### config.mk
export PLATFORM = sky130hd
export DESIGN_NAME = pipe_stage_reg
export DESIGN_NICKNAME = d
export VERILOG_FILES = /design/src/rtl/pipe_pkg.sv /design/src/rtl/pipe_entry.sv /design/src/rtl/pipe_stage_reg.sv
export SDC_FILE = /design/constraint.sdc
export NUM_CORES = 1
export LEC_CHECK = 0
export ABC_CLOCK_PERIOD_IN_PS = 6010
export CELL_PAD_IN_SITES_DETAIL_PLACEMENT = 1
export CELL_PAD_IN_SITES_GLOBAL_PLACEMENT = 2
export CORE_ASPECT_RATIO = 1.1
export CORE_MARGIN = 1.5
export CORE_UTILIZATION = 33
export DETAILED_ROUTE_END_ITERATION = 8
export PLACE_DENSITY_LB_ADDON = 0.05
export SYNTH_ARGS = -nofsm -noshare
export SYNTH_HDL_FRONTEND = slang
export SYNTH_SLANG_ARGS = --single-unit
### constraint.sdc
create_clock -name clk -period 6.01 [get_ports clk]
set_input_delay 1.803 -clock clk [delete_from_list [all_inputs] [get_ports clk]]
set_output_delay 1.803 -clock clk [all_outputs]
set_load 0.01 [all_outputs]
### src/rtl/pipe_pkg.sv
// Shared definitions for the pipeline stage registers: stage state encoding,
// per-boundary field widths and the ID/EX data packing layout.
package pipe_pkg;

  typedef enum logic [1:0] {
    ST_EMPTY = 2'd0,
    ST_FULL  = 2'd1,
    ST_SKID  = 2'd2
  } pipe_state_e;

  localparam int unsigned IFID_CTRL_W  = 1;
  localparam int unsigned IFID_DATA_W  = 96;
  localparam int unsigned IDEX_CTRL_W  = 12;
  localparam int unsigned IDEX_DATA_W  = 181;
  localparam int unsigned EXMEM_CTRL_W = 4;
  localparam int unsigned EXMEM_DATA_W = 101;
  localparam int unsigned MEMWB_CTRL_W = 3;
  localparam int unsigned MEMWB_DATA_W = 101;

  // ID/EX data layout (LSB offsets); bits [180:175] are reserved.
  localparam int unsigned IDEX_PCPLUS4_LSB = 0;
  localparam int unsigned IDEX_IMMEXT_LSB  = 32;
  localparam int unsigned IDEX_RD_LSB      = 64;
  localparam int unsigned IDEX_RS2_LSB     = 69;
  localparam int unsigned IDEX_RS1_LSB     = 74;
  localparam int unsigned IDEX_PC_LSB      = 79;
  localparam int unsigned IDEX_RD2_LSB     = 111;
  localparam int unsigned IDEX_RD1_LSB     = 143;

  // Flushing ID/EX keeps PCPlus4 so the bubble still carries the link address.
  localparam logic [IDEX_DATA_W-1:0] IDEX_KEEP_MASK =
    {{(IDEX_DATA_W-32){1'b0}}, {32{1'b1}}} << IDEX_PCPLUS4_LSB;

endpackage

### src/rtl/pipe_entry.sv
// One stage entry (ctrl, data, valid): load, clear with data-keep mask, drop, hold.
module pipe_entry import pipe_pkg::*; #(
  parameter int unsigned         CTRL_W    = IDEX_CTRL_W,
  parameter int unsigned         DATA_W    = IDEX_DATA_W,
  parameter logic [DATA_W-1:0]   KEEP_MASK = '0
) (
  input  logic              clk_i,
  input  logic              rst_i,
  input  logic              load_i,
  input  logic              drop_i,
  input  logic              clear_i,
  input  logic [CTRL_W-1:0] ctrl_i,
  input  logic [DATA_W-1:0] data_i,
  output logic              valid_o,
  output logic [CTRL_W-1:0] ctrl_o,
  output logic [DATA_W-1:0] data_o
);

  logic              valid_q, valid_d;
  logic [CTRL_W-1:0] ctrl_q, ctrl_d;
  logic [DATA_W-1:0] data_q, data_d;

  always_comb begin
    valid_d = valid_q;
    ctrl_d  = ctrl_q;
    data_d  = data_q;
    if (clear_i) begin
      valid_d = 1'b0;
      ctrl_d  = '0;
      data_d  = data_i & KEEP_MASK;
    end else if (load_i) begin
      valid_d = 1'b1;
      ctrl_d  = ctrl_i;
      data_d  = data_i;
    end else if (drop_i) begin
      valid_d = 1'b0;
    end
  end

  always_ff @(posedge clk_i) begin
    if (rst_i) begin
      valid_q <= 1'b0;
      ctrl_q  <= '0;
      data_q  <= '0;
    end else begin
      valid_q <= valid_d;
      ctrl_q  <= ctrl_d;
      data_q  <= data_d;
    end
  end

  assign valid_o = valid_q;
  assign ctrl_o  = ctrl_q;
  assign data_o  = data_q;

endmodule

### src/rtl/pipe_stage_reg.sv
// Handshaked pipeline stage register with flush-to-bubble, optional skid entry
// and a saturating count of effective flushes.
module pipe_stage_reg import pipe_pkg::*; #(
  parameter int unsigned       CTRL_W    = IDEX_CTRL_W,
  parameter int unsigned       DATA_W    = IDEX_DATA_W,
  parameter logic [DATA_W-1:0] KEEP_MASK = '0,
  parameter int unsigned       SKID      = 1,
  parameter int unsigned       CNT_W     = 16
) (
  input  logic              clk,
  input  logic              reset,
  input  logic              flush,
  input  logic              in_valid,
  output logic              in_ready,
  input  logic [CTRL_W-1:0] in_ctrl,
  input  logic [DATA_W-1:0] in_data,
  output logic              out_valid,
  input  logic              out_ready,
  output logic [CTRL_W-1:0] out_ctrl,
  output logic [DATA_W-1:0] out_data,
  output logic [CNT_W-1:0]  flush_cnt
);

  pipe_state_e       state_q, state_d;
  logic              in_fire, out_fire;
  logic              main_load, main_drop, main_sel_skid;
  logic              skid_load, skid_drop;
  logic              skid_valid;
  logic [CTRL_W-1:0] skid_ctrl, main_ctrl_in;
  logic [DATA_W-1:0] skid_data, main_data_in;
  logic [CNT_W-1:0]  flush_cnt_q, flush_cnt_d;

  assign in_fire  = in_valid & in_ready;
  assign out_fire = out_valid & out_ready;

  always_ff @(posedge clk) begin
    if (reset) state_q <= ST_EMPTY;
    else       state_q <= state_d;
  end

  always_comb begin
    state_d = state_q;
    if (flush) begin
      state_d = ST_EMPTY;
    end else begin
      case (state_q)
        ST_EMPTY: if (in_fire) state_d = ST_FULL;
        ST_FULL: begin
          if (out_fire && !in_fire)                    state_d = ST_EMPTY;
          else if (!out_fire && in_fire && SKID != 0)  state_d = ST_SKID;
        end
        ST_SKID:  if (out_fire) state_d = ST_FULL;
        default:  state_d = ST_EMPTY;
      endcase
    end
  end

  always_comb begin
    main_load     = 1'b0;
    main_drop     = 1'b0;
    main_sel_skid = 1'b0;
    skid_load     = 1'b0;
    skid_drop     = 1'b0;
    if (!flush) begin
      case (state_q)
        ST_EMPTY: main_load = in_fire;
        ST_FULL: begin
          main_load = in_fire & out_fire;
          main_drop = out_fire & ~in_fire;
          skid_load = in_fire & ~out_fire;
        end
        ST_SKID: begin
          main_load     = out_fire;
          main_sel_skid = 1'b1;
          skid_drop     = out_fire;
        end
        default: ;
      endcase
    end
  end

  // On flush main_sel_skid is low, so the keep mask is applied to in_data.
  assign main_ctrl_in = main_sel_skid ? skid_ctrl : in_ctrl;
  assign main_data_in = main_sel_skid ? skid_data : in_data;

  pipe_entry #(
    .CTRL_W    (CTRL_W),
    .DATA_W    (DATA_W),
    .KEEP_MASK (KEEP_MASK)
  ) u_main (
    .clk_i   (clk),
    .rst_i   (reset),
    .load_i  (main_load),
    .drop_i  (main_drop),
    .clear_i (flush),
    .ctrl_i  (main_ctrl_in),
    .data_i  (main_data_in),
    .valid_o (out_valid),
    .ctrl_o  (out_ctrl),
    .data_o  (out_data)
  );

  generate
    if (SKID != 0) begin : g_skid
      pipe_entry #(
        .CTRL_W    (CTRL_W),
        .DATA_W    (DATA_W),
        .KEEP_MASK ('0)
      ) u_skid (
        .clk_i   (clk),
        .rst_i   (reset),
        .load_i  (skid_load),
        .drop_i  (skid_drop),
        .clear_i (flush),
        .ctrl_i  (in_ctrl),
        .data_i  (in_data),
        .valid_o (skid_valid),
        .ctrl_o  (skid_ctrl),
        .data_o  (skid_data)
      );
      assign in_ready = ~skid_valid;
    end else begin : g_noskid
      logic skid_unused;
      assign skid_unused = skid_load | skid_drop;
      assign skid_valid  = 1'b0;
      assign skid_ctrl   = '0;
      assign skid_data   = '0;
      assign in_ready    = ~out_valid | out_ready;
    end
  endgenerate

  always_comb begin
    flush_cnt_d = flush_cnt_q;
    if (flush && (out_valid || skid_valid || in_valid) && flush_cnt_q != '1)
      flush_cnt_d = flush_cnt_q + CNT_W'(1);
  end

  always_ff @(posedge clk) begin
    if (reset) flush_cnt_q <= '0;
    else       flush_cnt_q <= flush_cnt_d;
  end

  assign flush_cnt = flush_cnt_q;

endmodule

==> summary.md <==
| Metric | Value |
|---|---|
| Synth Register Bits | `406` |
| Clk sinks | `406` |
| Layout fillers | `5821` |
| Synthesized area | `0.01737 sq mm` |
| Yosys warns | `0` |
| Clock Skew | `11.14 ps` |
| Drc violations | `0` |
| Min Hold Slack | `451.9 ps` |
| Critical path required time | `6440 ps` |
| CP Capture Type | `register` |
| Hold worst-path end | `g_skid.u_skid.data_o[19]$_SDFFE_PP0P_` |
| GRT Util Overall | `0.2131` |
| Die area | `0.05402 sq mm` |
| H-Tree Depth | `2` |
| Critical path data arrival time | `4160 ps` |
| Hold Startpoint | `g_skid.u_skid.data_o[19]$_SDFFE_PP0P_` |
| Final Hold Fails | `0` |
| Period utilisation layout | `0.6209` |
| Post-synthesis sequential area ratio | `0.4680` |
| DR pass1 iterations | `4` |
| Post-route ant nets | `0` |
| Layout cell share with drive strength beyond 1 | `0.1246` |
| First-pass GRT wire length | `91.43 mm` |
| Area Overhead vs Synth | `34.05%` |
| Avg WL per Cell | `20.56 um` |
| Cells after Synth | `1849` |
| # rows | `88` |
| Netlist cell types | `41` |
| Outcome | `finished, final reports clean` |
| Relative slew slack | `0.3608` |
| DP Wirelength | `37.52 mm` |
| CTS root buf | `clkbuf_16` |
| Initial Utilization | `0.3328` |
| Routability cong. | `0.7508` |
| DR vias/cell | `5.177` |
| Average size of a mapped cell | `9.393 sq um` |
| Die X | `221.7 um` |
| Crit path time final | `3732 ps` |
| Setup violations, final | `0` |
| CP max FO | `52` |
| IO Count | `409` |
| Total negative slack | `0 ps` |
| DRT iter0 DRCs | `600` |
| Largest area contributor in the netlist | `dfxtp_1` |
| Max-slew violation count | `0` |
| Core Footprint | `0.05219 sq mm` |
| Synth top area share | `0.4680` |
| R2R setup slack | `3560 ps` |
| Capturing point of the worst reg2reg path | `u_main.ctrl_o[7]$_SDFFE_PP0P_` |
| Post-CTS setup buffers | `0` |
| Syn Nets | `2051` |
| Largest net degree at the start of global routing | `124` |
| Worst Hold Class | `register to register` |
| Slew @ Worst Pin | `958.8 ps` |
| Grt total ovfl | `0` |
| Reg2Reg Launch Point | `u_main.valid_o$_SDFFE_PP0P_` |
| Pwr dens | `270.7 mW/mm^2` |
| Worst IR Drop VDD | `0.1762 mV` |
| DR vias | `14.86k` |
| CTS tree | `done` |
| Hold depth | `2` |
| Synth top area cells | `dfxtp_1 47%, a211oi_2 12%, mux2i_1 11%` |
| Peak Freq | `268.0 MHz` |
| RSZ-0062 raised after global routing | `false` |
| Final wirelength | `59.03 mm` |
| Clk_lat worst skew | `570 ps` |
| Max Root-Sink Buffers | `3` |
| CP startpoint kind | `input pin` |
| Reg2Reg Depth | `8` |
| Leakage | `8.920 nW` |
| Clk slew on worst S/H paths | `50 ps` |
| Initial antenna violation count | `11` |
| NumNets Final | `2363` |
| Die Span Y | `243.6 um` |
| Post_cts resized | `0` |
| Cts hold-fix bufs | `0` |
| MaxCap Viol Count | `0` |
| Cts bufs inserted | `48` |
| Vias in the first global route | `15.46k` |
| CP Class | `input pin to register` |
| PortBufs | `408` |
cells by family (layout without fill, tap and decap cells):
group	count (synthesis)	after routing	synth area share
and+or+nand+nor	641	641	0.1615
other	0	5	0
muxes	196	196	0.1131
AOI/OAI and AO/OA	421	421	0.2009
DFF	406	406	0.4680
adders and majority gates	4	4	0.002882
buffers and inverters	181	523	0.05360
critical path: stages:
cell and delay [ps]:
clkdlybuf4s50_1 950, or2_4 790, buf_4 470, a21oi_1 80
per-stage QoR:
| step | instance area (sq um) | setup WS (ps) | std cells | total power, mW | utilization |
|---|---|---|---|---|---|
| floorplan | 17370 | 2763 | 1849 | 3.273 | - |
| global placement | 21860 | 1726 | 2786 | 3.661 | 0.4189 |
| detailed placement | 21860 | 1634 | 2786 | 3.673 | 0.4189 |
| CTS | 23270 | 2249 | 2866 | 6.407 | 0.4458 |
| global route | 23280 | 2072 | 2869 | 6.566 | 0.4460 |
| finish | 23280 | 2278 | 2871 | 6.302 | 0.4461 |
flip-flops by register name (all words and copies together) (netlist names):
register	cells
g_skid.u_skid.data_o	181
u_main.data_o	181
flush_cnt	16
g_skid.u_skid.ctrl_o	12
u_main.ctrl_o	12
state_q	2
g_skid.u_skid.valid_o	1
u_main.valid_o	1
placed cells by master (no fill, tap or decap), types with 2 or more instances in the layout:
cell type / Yosys / routed
clkdlybuf4s50_1: 0 / 408
dfxtp_1: 406 / 406
nand2_1: 397 / 396
a21oi_1: 209 / 209
nor3_1: 195 / 195
mux2i_1: 194 / 194
a211oi_2: 170 / 170
clkbuf_16: 0 / 49
a211oi_1: 23 / 23
clkbuf_1: 85 / 21
buf_12: 0 / 18
buf_4: 5 / 13
o31ai_1: 10 / 10
or4_1: 9 / 9
nor2_1: 8 / 8
clkbuf_8: 0 / 6
diode_2: 0 / 5
nand3_1: 5 / 5
inv_1: 4 / 4
o21ai_0: 4 / 4
nor2b_1: 4 / 4
ha_1: 4 / 4
clkinv_2: 0 / 4
and4_1: 3 / 3
nand4_1: 3 / 3
or3_1: 3 / 3
mux2_2: 2 / 2
nand2b_1: 3 / 2
or2_4: 0 / 2
where the power goes:
group          internal [mW]  total (mW)  switching, mW
Combinational          0.367       0.785          0.417
Sequential              2.77        2.82         0.0513
Clock                   1.56        2.70           1.13
Total                   4.70        6.30           1.60
layout make-up:
class,count,area (sq um),area share
antenna,5,12.51,0.0005374
timing repair buffer,439,4542,0.1951
inverter,4,15.01,0.0006449
multi-input combinational,1262,8332,0.3579
tap,675,844.6,0.03628
sequential,406,8128,0.3491
clock inverter,4,20.02,0.0008599
clock buffer,76,1388,0.05960
metal layers:
layer	vias to the layer above	global-route usage	wire length [um]
met5	-	0	103
met1	7306	0.2773	26760
met4	14	0.07091	1563
met2	298	0.3479	27470
met3	93	0.04860	3130
li1	7153	-	-
worst max-delay path by stage:
stage	start	cells past startpoint	slack, ps	end
2_1_floorplan	out_ready	10	2760	u_main.data_o[17]$_SDFFE_PP0P_
3_3_place_gp	reset	4	1730	g_skid.u_skid.data_o[133]$_SDFFE_PP0P_
3_5_place_dp	in_valid	7	1630	g_skid.u_skid.data_o[3]$_SDFFE_PP0P_
4_1_cts	in_valid	7	2250	g_skid.u_skid.data_o[34]$_SDFFE_PP0P_
5_1_grt	in_valid	7	2070	g_skid.u_skid.data_o[31]$_SDFFE_PP0P_
6_report	reset	4	2280	g_skid.u_skid.data_o[163]$_SDFFE_PP0P_
synthesized netlist by cell type (all sizes together):
cell type / n
or2: 2
nand2b: 3
o21ai: 4
a311oi: 1
mux2i: 194
clkbuf: 85
nor2: 8
o31ai: 10
mux2: 2
o211ai: 1
a211oi: 193
nor4b: 1
buf: 92
or4: 9
inv: 4
and2: 1
a22oi: 1
nor2b: 6
or3: 3
and4: 3
nand2: 397
nor3: 196
ha: 4
dfxtp: 406
nor4: 1
nand3: 5
o31a: 1
or3b: 1
nand4: 4
and3: 1
a21oi: 210
Power figures use the tool's default switching activity.
